--- src/rtl/cnvrow_sched_pkg.sv ---
// cnvrow_sched_pkg: shared sizing, state encoding and log2 helper for the row sequencer.
package cnvrow_sched_pkg;

    localparam int LENROW_DEF = 16;

    typedef enum logic [2:0] {
        IDLE   = 3'd0,
        LOAD   = 3'd1,
        MAC    = 3'd2,
        ACC    = 3'd3,
        ROWEND = 3'd4
    } state_t;

    function automatic int C_LOG_2(input int n);
        int r;
        r = 0;
        while ((1 << r) < n) r++;
        return r;
    endfunction

endpackage

--- src/rtl/cnvrow_sched_if.sv ---
// cnvrow_sched_if: row-start handshake, operand fetch and MAC launch/finish signals of one conv row.
interface cnvrow_sched_if
    import cnvrow_sched_pkg::*;
#(
    parameter int LENROW    = LENROW_DEF,
    parameter int POS_WIDTH = C_LOG_2(LENROW) + 1
);
    logic                         CTLCNV_StaRow;
    logic [POS_WIDTH-1:0]         CTLCNV_CfgLen;
    logic                         CNVCTL_Rdy;
    logic                         CNVCTL_FnhRow;
    logic                         CNVBUF_Req;
    logic                         BUFCNV_Ack;
    logic                         PECMAC_Sta;
    logic                         MACPEC_Fnh0;
    logic                         MACPEC_Fnh1;
    logic                         MACPEC_Fnh2;
    logic                         PECCNV_PlsAcc;
    logic                         PECCNV_FnhRow;
    logic [C_LOG_2(LENROW)-1:0]   CNVCTL_Pos;

    modport master (
        input  CTLCNV_StaRow, CTLCNV_CfgLen, BUFCNV_Ack, MACPEC_Fnh0, MACPEC_Fnh1, MACPEC_Fnh2,
        output CNVCTL_Rdy, CNVCTL_FnhRow, CNVBUF_Req, PECMAC_Sta, PECCNV_PlsAcc, PECCNV_FnhRow, CNVCTL_Pos
    );

    modport slave (
        output CTLCNV_StaRow, CTLCNV_CfgLen, BUFCNV_Ack, MACPEC_Fnh0, MACPEC_Fnh1, MACPEC_Fnh2,
        input  CNVCTL_Rdy, CNVCTL_FnhRow, CNVBUF_Req, PECMAC_Sta, PECCNV_PlsAcc, PECCNV_FnhRow, CNVCTL_Pos
    );

endinterface

--- src/rtl/cnvrow_sched_fnh_join.sv ---
// cnvrow_sched_fnh_join: three sticky done flags with synchronous clear and an all-done flag
// that already counts the finish pulses arriving this cycle.
module cnvrow_sched_fnh_join (
    input  logic       clk,
    input  logic       rst_n,
    input  logic       clr,
    input  logic       en,
    input  logic [2:0] fnh,
    output logic       all_done
);

    logic [2:0] done_q, done_d, hit;

    // A clear wins over a coincident finish: that pulse belongs to the previous launch.
    always_comb begin
        hit      = en ? fnh : 3'b000;
        done_d   = clr ? 3'b000 : (done_q | hit);
        all_done = !clr && (&(done_q | hit));
    end

    always_ff @(posedge clk or negedge rst_n) begin
        if (!rst_n) done_q <= 3'b000;
        else        done_q <= done_d;
    end

endmodule

--- src/rtl/cnvrow_sched.sv ---
// cnvrow_sched: per-position fetch / launch / join / accumulate sequencer for one conv row,
// counting the position down from CfgLen-1 and closing the row with a finish strobe.
module cnvrow_sched
    import cnvrow_sched_pkg::*;
#(
    parameter int LENROW    = LENROW_DEF,
    parameter int POS_WIDTH = C_LOG_2(LENROW) + 1
) (
    input  logic                clk,
    input  logic                rst_n,
    cnvrow_sched_if.master      bus
);

    localparam int                   PW      = C_LOG_2(LENROW);
    localparam logic [POS_WIDTH-1:0] LEN_MAX = POS_WIDTH'(LENROW);
    localparam logic [PW-1:0]        POS_MAX = PW'(LENROW - 1);

    state_t         state_q, state_d;
    logic [PW-1:0]  pos_q, pos_d, lenm1_q, lenm1_d, cfg_m1;
    logic           rdy_q, rdy_d, req_q, req_d, sta_q, sta_d;
    logic           acc_q, acc_d, fnh_q, fnh_d, all_done;

    cnvrow_sched_fnh_join u_join (
        .clk      (clk),
        .rst_n    (rst_n),
        .clr      (sta_q),
        .en       (state_q == MAC),
        .fnh      ({bus.MACPEC_Fnh2, bus.MACPEC_Fnh1, bus.MACPEC_Fnh0}),
        .all_done (all_done)
    );

    // Row length is stored as length-1 so 0 behaves as 1 and oversize clamps to the full row.
    always_comb begin
        cfg_m1  = (bus.CTLCNV_CfgLen == '0) ? '0 :
                  (bus.CTLCNV_CfgLen > LEN_MAX) ? POS_MAX :
                  PW'(bus.CTLCNV_CfgLen - POS_WIDTH'(1));
        state_d = state_q;
        pos_d   = pos_q;
        lenm1_d = lenm1_q;
        case (state_q)
            IDLE: if (bus.CTLCNV_StaRow) begin
                state_d = LOAD;
                lenm1_d = cfg_m1;
                pos_d   = cfg_m1;
            end
            LOAD: state_d = bus.BUFCNV_Ack ? MAC : LOAD;
            MAC:  state_d = all_done ? ACC : MAC;
            ACC: begin
                state_d = (pos_q == '0) ? ROWEND : LOAD;
                pos_d   = (pos_q == '0) ? pos_q : pos_q - PW'(1);
            end
            ROWEND: begin
                state_d = IDLE;
                pos_d   = lenm1_q;
            end
            default: state_d = IDLE;
        endcase
        rdy_d = state_d == IDLE;
        req_d = state_d == LOAD;
        sta_d = (state_q == LOAD) && bus.BUFCNV_Ack;
        acc_d = state_d == ACC;
        fnh_d = state_d == ROWEND;
    end

    always_ff @(posedge clk or negedge rst_n) begin
        if (!rst_n) begin
            state_q <= IDLE;
            pos_q   <= POS_MAX;
            lenm1_q <= POS_MAX;
            rdy_q   <= 1'b1;
            req_q   <= 1'b0;
            sta_q   <= 1'b0;
            acc_q   <= 1'b0;
            fnh_q   <= 1'b0;
        end else begin
            state_q <= state_d;
            pos_q   <= pos_d;
            lenm1_q <= lenm1_d;
            rdy_q   <= rdy_d;
            req_q   <= req_d;
            sta_q   <= sta_d;
            acc_q   <= acc_d;
            fnh_q   <= fnh_d;
        end
    end

    assign bus.CNVCTL_Rdy    = rdy_q;
    assign bus.CNVBUF_Req    = req_q;
    assign bus.PECMAC_Sta    = sta_q;
    assign bus.PECCNV_PlsAcc = acc_q;
    assign bus.PECCNV_FnhRow = fnh_q;
    assign bus.CNVCTL_FnhRow = fnh_q;
    assign bus.CNVCTL_Pos    = pos_q;

endmodule

--- src/flat_wrapper.sv ---
// flat-port wrapper written by rule: the top's interface ports become plain ports
module cnvrow_sched_flat import cnvrow_sched_pkg::*;
#(
    parameter int LENROW    = LENROW_DEF,
    parameter int POS_WIDTH = C_LOG_2(LENROW) + 1
)
  (clk, rst_n, bus_CTLCNV_StaRow, bus_CTLCNV_CfgLen, bus_BUFCNV_Ack, bus_MACPEC_Fnh0, bus_MACPEC_Fnh1, bus_MACPEC_Fnh2, bus_CNVCTL_Rdy, bus_CNVCTL_FnhRow, bus_CNVBUF_Req, bus_PECMAC_Sta, bus_PECCNV_PlsAcc, bus_PECCNV_FnhRow, bus_CNVCTL_Pos);
  cnvrow_sched_if #(.LENROW(LENROW), .POS_WIDTH(POS_WIDTH)) bus_i ();
  input  logic clk;
  input  logic rst_n;
  input wire logic [$bits(bus_i.CTLCNV_StaRow)-1:0] bus_CTLCNV_StaRow;
  input wire logic [$bits(bus_i.CTLCNV_CfgLen)-1:0] bus_CTLCNV_CfgLen;
  input wire logic [$bits(bus_i.BUFCNV_Ack)-1:0] bus_BUFCNV_Ack;
  input wire logic [$bits(bus_i.MACPEC_Fnh0)-1:0] bus_MACPEC_Fnh0;
  input wire logic [$bits(bus_i.MACPEC_Fnh1)-1:0] bus_MACPEC_Fnh1;
  input wire logic [$bits(bus_i.MACPEC_Fnh2)-1:0] bus_MACPEC_Fnh2;
  output wire logic [$bits(bus_i.CNVCTL_Rdy)-1:0] bus_CNVCTL_Rdy;
  output wire logic [$bits(bus_i.CNVCTL_FnhRow)-1:0] bus_CNVCTL_FnhRow;
  output wire logic [$bits(bus_i.CNVBUF_Req)-1:0] bus_CNVBUF_Req;
  output wire logic [$bits(bus_i.PECMAC_Sta)-1:0] bus_PECMAC_Sta;
  output wire logic [$bits(bus_i.PECCNV_PlsAcc)-1:0] bus_PECCNV_PlsAcc;
  output wire logic [$bits(bus_i.PECCNV_FnhRow)-1:0] bus_PECCNV_FnhRow;
  output wire logic [$bits(bus_i.CNVCTL_Pos)-1:0] bus_CNVCTL_Pos;
  assign bus_i.CTLCNV_StaRow = bus_CTLCNV_StaRow;
  assign bus_i.CTLCNV_CfgLen = bus_CTLCNV_CfgLen;
  assign bus_i.BUFCNV_Ack = bus_BUFCNV_Ack;
  assign bus_i.MACPEC_Fnh0 = bus_MACPEC_Fnh0;
  assign bus_i.MACPEC_Fnh1 = bus_MACPEC_Fnh1;
  assign bus_i.MACPEC_Fnh2 = bus_MACPEC_Fnh2;
  assign bus_CNVCTL_Rdy = bus_i.CNVCTL_Rdy;
  assign bus_CNVCTL_FnhRow = bus_i.CNVCTL_FnhRow;
  assign bus_CNVBUF_Req = bus_i.CNVBUF_Req;
  assign bus_PECMAC_Sta = bus_i.PECMAC_Sta;
  assign bus_PECCNV_PlsAcc = bus_i.PECCNV_PlsAcc;
  assign bus_PECCNV_FnhRow = bus_i.PECCNV_FnhRow;
  assign bus_CNVCTL_Pos = bus_i.CNVCTL_Pos;
  cnvrow_sched #(.LENROW(LENROW), .POS_WIDTH(POS_WIDTH)) u_core (.clk(clk), .rst_n(rst_n), .bus(bus_i));
endmodule
--- config.mk ---
export PLATFORM = sky130hd
export DESIGN_NAME = cnvrow_sched_flat
export DESIGN_NICKNAME = d
export VERILOG_FILES = /design/src/rtl/cnvrow_sched_pkg.sv /design/src/rtl/cnvrow_sched_if.sv /design/src/rtl/cnvrow_sched_fnh_join.sv /design/src/rtl/cnvrow_sched.sv /design/src/flat_wrapper.sv
export SDC_FILE = /design/constraint.sdc
export NUM_CORES = 1
export LEC_CHECK = 0
export CAP_MARGIN = 25
export CELL_PAD_IN_SITES_DETAIL_PLACEMENT = 1
export CELL_PAD_IN_SITES_GLOBAL_PLACEMENT = 2
export CORE_MARGIN = 10
export CORE_UTILIZATION = 24
export DETAILED_ROUTE_END_ITERATION = 7
export HOLD_SLACK_MARGIN = 0.06
export PLACE_DENSITY = 0.62
export SYNTH_ARGS = -nofsm -noshare
export SYNTH_HDL_FRONTEND = slang
export SYNTH_HIERARCHICAL = 1
export SYNTH_SLANG_ARGS = --single-unit
export TNS_END_PERCENT = 20
--- constraint.sdc ---
create_clock -name clk -period 3.6 [get_ports clk]
set_input_delay 0.72 -clock clk [delete_from_list [all_inputs] [get_ports clk]]
set_output_delay 0.72 -clock clk [all_outputs]
set_load 0.03 [all_outputs]
# Yosys cells after proc, flatten, opt, wreduce, memory -nomap -nowiden
# Index checks and enable logic that the tools add are counted.
[totals] output_inout_bits=10 in_bits=12 regBits=19
[classes] reduce_logical=11 n_bitwise=1 addsub=2 muxes=12 magnitude_cmp=1 n_eq_ne=9
[op_table] op="$mux 4" count=4
[op_table] op="$mux 3" count=4
[op_table] op="$pmux 3 s4" count=1
[op_table] op="$pmux 4 s3" count=1
[op_table] op="$eq 3x2->1 const B" count=3
[op_table] op="$sub 4x1->4 const B" count=2
[op_table] op="$eq 3x1->1 const B" count=2
[op_table] op="$eq 3x3->1 const B" count=2
[op_table] op="$logic_not 3->1" count=2
[op_table] op="$reduce_and 3->1" count=2
[op_table] op="$gt 5x5->1 const B" count=1
[op_table] op="$logic_not 5->1" count=1
[op_table] op="$logic_not 4->1" count=1
[op_table] op="$ne 2x2->1 const B" count=2
[op_table] op="$or 3x3->3" count=1
[op_table] op="$reduce_bool 3->1" count=1
[op_table] op="$logic_and 1x1->1" count=2
[op_table] op="$mux 2" count=1
[op_table] op="$reduce_and 2->1" count=1
[op_table] op="$logic_not 1->1" count=1
[op_table] op="$mux 1" count=1

# Depth between registers and ports, before layout
[depth] ltp_word=8 ltp_mapped=7 depth_no_buf=6

# By module
# The synthesis kept the hierarchy.
[by_module_without_submodules] module="cnvrow_sched" area_each_um2=1016.0 n_inst=1 cells_per_inst=104
[by_module_without_submodules] module="cnvrow_sched_fnh_join" area_each_um2=128.9 n_inst=1 cells_per_inst=12

# Worst setup path after synthesis
# OpenSTA, ideal clock, no wires.
[synth_path] path_type="register -> register" startpoint="reg u_core.state_q[0]" endpoint="reg u_core.rdy_q, in the netlist u_core/bus.CNVCTL_Rdy" path_slack_ps=1726 arrival_ps=1794 setup_ps=80 synth_period_minus_slack_ps=1874 n_path_buf=1 path_stages_with_launch=8 t_required_ps=3520 cell_sequence="dfrtp_1 buf_6 nor3b_1 a21oi_2 nor4_2 a31oi_1 o21a_2 nor3b_2"
[synth_via] elab_chain_cells=8 elab_cells_between_ends=12
[synth_lines] element="start, declared" line="cnvrow_sched.sv:18" rtl="state_t state_q, state_d;"
[synth_lines] element="start signal, assigned" line="cnvrow_sched.sv:76" rtl="state_q <= state_d;"
[synth_lines] element="$eq 3x2->1" line="cnvrow_sched.sv:27" rtl=".en (state_q == MAC),"
[synth_lines] element="$mux 3" line="cnvrow_sched_fnh_join.sv:16" rtl="hit = en ? fnh : 3'b000;"
[synth_lines] element="$or 3x3->3" line="cnvrow_sched_fnh_join.sv:18" rtl="all_done = !clr && (&(done_q | hit));"
[synth_lines] element="$reduce_and 3->1" line="cnvrow_sched_fnh_join.sv:18"
[synth_lines] element="$logic_and 1x1->1" line="cnvrow_sched_fnh_join.sv:18"
[synth_lines] element="named net u_core.all_done" line="cnvrow_sched.sv:21" rtl="logic acc_q, acc_d, fnh_q, fnh_d, all_done;"
[synth_lines] element="$mux 1" line="cnvrow_sched.sv:47" rtl="MAC: state_d = all_done ? ACC : MAC;"
[synth_lines] element="$pmux 3 s4" line="cnvrow_sched.sv:40" rtl="case (state_q)"
[synth_lines] element="$logic_not 3->1" line="cnvrow_sched.sv:58" rtl="rdy_d = state_d == IDLE;"
[synth_lines] element="named net u_core.rdy_d" line="cnvrow_sched.sv:20" rtl="logic rdy_q, rdy_d, req_q, req_d, sta_q, sta_d;"
[synth_lines] element="end signal, assigned" line="cnvrow_sched.sv:79" rtl="rdy_q <= rdy_d;"
[synth_lines] element="end, declared" line="cnvrow_sched.sv:20"
# The timed path passes the listed nets, and every way through them passes these cells.
# A chain may end at the register's enable or synchronous reset.

# Final worst setup path
[layout_path] startpoint="reg u_core.state_q[1]" endpoint="reg u_core.rdy_q, in the netlist u_core/bus.CNVCTL_Rdy"
# The elaborated chain is that of the path after synthesis.

==> results by group <==
Clock network
  • Worst-Skew Late Latency: 0.26 ns
  • Hold Buf Count CTS: 0
  • CTS Buf Count: 3
  • Maximum clock insertion buffer count: 2
  • Sinks on Clock Net: 19
  • H-tree depth: 1
  • CTS resizes: 0
  • TritonCTS clock tree: done
  • CTS clk-pin slew, worst paths: 0.08 ns
  • Clk root buf: clkbuf_8
  • Setup bufs post-CTS: 0

Yosys
  • Unique masters post-synth: 41
  • Cells after Synth: 116
  • Adder-Cell Fraction of Synth Area: under 10%
  • Post-synthesis mux area share: 0%
  • Number of synthesized flops with an enable pin: 0
  • Post-synth top cells: 12 x nor2_1, 11 x inv_1, 10 x dfrtp_1
  • Synth Area in XOR/XNOR: 0%
  • Synth warn: 6
  • Synth area leaders: dfrtp_1 22%, dfstp_2 21%, nor2_1 3.9%, inv_1 3.6%, ha_1 3.3%
  • Post-synthesis instance area: 1140 sq um
  • Post-synth ARST share: 100%
  • Sequential-to-total area share from yosys stat: between 40% and 50%
  • FF+latch count, synth: 19
  • Most common cell in the netlist: nor2_1
  • Synth Area per Inst: 9.87 sq um
  • Synth Area in Compound Gates: 22.2%
  • Post-synth top area share: about 22%
  • Syn Nets: around 130
  • Post-Synth Simple-Gate Area: 24.8%
  • Area leader, netlist: dfrtp_1
  • Commonest register cell after synthesis: dfrtp_1
  • Largest family of logic cells by synthesized area: simple AND/OR/NAND/NOR gates

Floorplan
  • I/O pin total: 22
  • Std cell rows: 25
  • Initial Util: roughly a quarter
  • Core Footprint: 4660 sq um
  • Die Area: 7930 sq um
  • Die Y-Extent: roughly 89 microns
  • DIE WIDTH: roughly 89 microns

GRT
  • Overall global routing resource usage: between 8 and 9%
  • Initial antenna violation count: 0
  • Pin count of the biggest net entering global routing: 20
  • First-pass GRT wire length: 5.12 mm
  • Vias in the first global route: 1001
  • Remaining Overflow, GRT: 0

STA
  • Worst Tran Pin Value: around 0.9 ns
  • Fmax: 418 MHz
  • Worst Clk Skew: 0.00332 ns
  • TNS Setup: 0 ns
  • Final Hold Fails: 0
  • RSZ-0062 raised after global routing: false
  • Final min period: 2.39 ns
  • Final Max Tran Viols: 0
  • Final period utilization: 66.5%
  • Final setup fails: 0
  • Worst slew margin: 39.7%

Pwr
  • Flop pwr share: 39.5%
  • Pwr Total: between 0.001 and 0.0015 W
  • Int Pwr: 0.000654 W
  • Switching pwr: around 0.00048 W
  • Pwr per Cell Area: between 700 and 800 nW/um^2
  • Maximum vdd ir drop: around 230 uV
  • Leak pwr: between 0.5 and 0.6 nW
  • Comb pwr share: 46.8%
  • Clock power frac: a little over an eighth
  • Switching share of power: 42.5%

Final layout
  • Final Net Count: 153
  • Area Overhead vs Synth: 25.0%
  • Number of diodes: 0
  • Core Util, Final: 30.7%
  • Share of cells above drive strength 1: 19.0%

Route
  • Final ANT Viol Nets: 0
  • DRC errors left: 0
  • Wirelength, routed: ~3.2 mm
  • Via density: slightly above 5
  • Detailed Route Iter0 Violations: 87
  • First-pass detailed-route iteration total: 4
  • Via Count: 961
  • DR WL/cell: 16.5 microns

Critical path
  • R2R depth: 6
  • WP data required: 3.79 ns
  • Critical Path Source Type: register
  • CP Data Arrival Time: 2.58 ns
  • Setup crit end kind: register
  • Crit Path Category: register to register
  • Worst-path fanout max: 15

Hold path
  • Hold Path Depth: 2
  • Worst hold path class: register to register

Flow run
  • Total of max-cap violations: 0

Place
  • Port bufs: 21
  • Placer Congestion: 0.721
  • Post-DP HPWL: 2.37 mm

Run status
  • Outcome: finished clean
cells by family (layout without fill, tap and decap cells):
group,count (synthesis),count (layout)
AOI/OAI and AO/OA,34,34
adders and majority gates,3,3
buffers and inverters,16,37
DFF,19,19
and+or+nand+nor,44,44
power groups by stage:
stage | clock network (W) | registers, W | logic (W)
floorplan | 0 | 0.000484 | 0.000334
global route | 0.000169 | 0.000470 | 0.000596
global placement | 0 | 0.000450 | 0.000528
finish | 0.000155 | 0.000450 | 0.000533
detailed placement | 0 | 0.000455 | 0.000538
CTS | 0.000161 | 0.000452 | 0.000539
layout by cell type (no fill, tap or decap), types with 2 or more instances in the layout:
cell              n
nor3b_2           2
nand2b_1          3
clkdlybuf4s50_1  21
nand3b_1          3
o21ai_1           3
nor3b_1           4
nor2_1           12
nand3_1           2
a21oi_1           4
clkbuf_8          3
o21ai_0           7
a211o_1           3
nand2_1           4
nor4b_2           2
a32o_1            2
ha_1              3
dfrtp_1          10
a311oi_1          2
nor3_1            4
a21oi_2           3
dfstp_2           9
inv_1            11
final timing paths:
| kind | endpoint | slack [ns] | start |
|---|---|---|---|
| setup / recovery | u_core/bus.CNVCTL_Rdy | 1.21 | u_core/state_q[1] |
| hold / removal | u_core/lenm1_q[3] | 0.46 | u_core/lenm1_q[3] |
| setup reg to reg | u_core/bus.CNVCTL_Rdy | 1.21 | u_core/state_q[1] |
| hold reg to reg | u_core/lenm1_q[3] | 0.46 | u_core/lenm1_q[3] |
| max in group asynchronous | u_core/state_q[2] | 2.08 | rst_n |
| min in group asynchronous | u_core/bus.CNVCTL_FnhRow | 0.97 | rst_n |
per-stage QoR:
stage                     instance area [sq um]  setup WS [ns]  instances  hold WS, ns
after floorplan                            1140           1.73        116        0.424
after CTS                                  1430           1.19        191        0.467
after global placement                     1390           1.20        187        0.450
final                                      1430           1.21        191        0.463
after detailed placement                   1390           1.10        187        0.454
after global routing                       1430          0.967        191        0.498
area by class of cell:
cell class	count	area [sq um]
fillers	534	3230
clock buffers	3	41.3
multi-input cells	81	576
inverters	12	45.0
repair buffers	21	210
flip-flops and latches	19	487
well taps	54	67.6
clock inverters	1	5.00
critical path, cell delays in order (launching register included):
cell and delay (ns):
dfrtp_1 0.67, nor3b_1 0.66, a21oi_2 0.14, nor4_2 0.33, a31oi_1 0.13, o21a_2 0.24, nor3b_2 0.15
flip-flops by register name, indices dropped and copies added, names as in the netlist:
register                  count
u_core/u_join/done_q          3
u_core/bus.PECCNV_PlsAcc      1
u_core/bus.CNVCTL_Rdy         1
u_core/lenm1_q                4
u_core/state_q                3
u_core/bus.CNVCTL_Pos         4
u_core/bus.CNVCTL_FnhRow      1
u_core/bus.PECMAC_Sta         1
u_core/bus.CNVBUF_Req         1
layer usage:
layer / up-vias / global-route usage, % / part of all wire (%)
li1: 463 / - / -
met1: 480 / 10.7 / 49
met2: 16 / 12.9 / 46
met3: 2 / 1.55 / 3.3
met4: 0 / 3.47 / 1.3
met5: - / 0 / 0
Note: power is estimated with default switching activity, not from simulation.
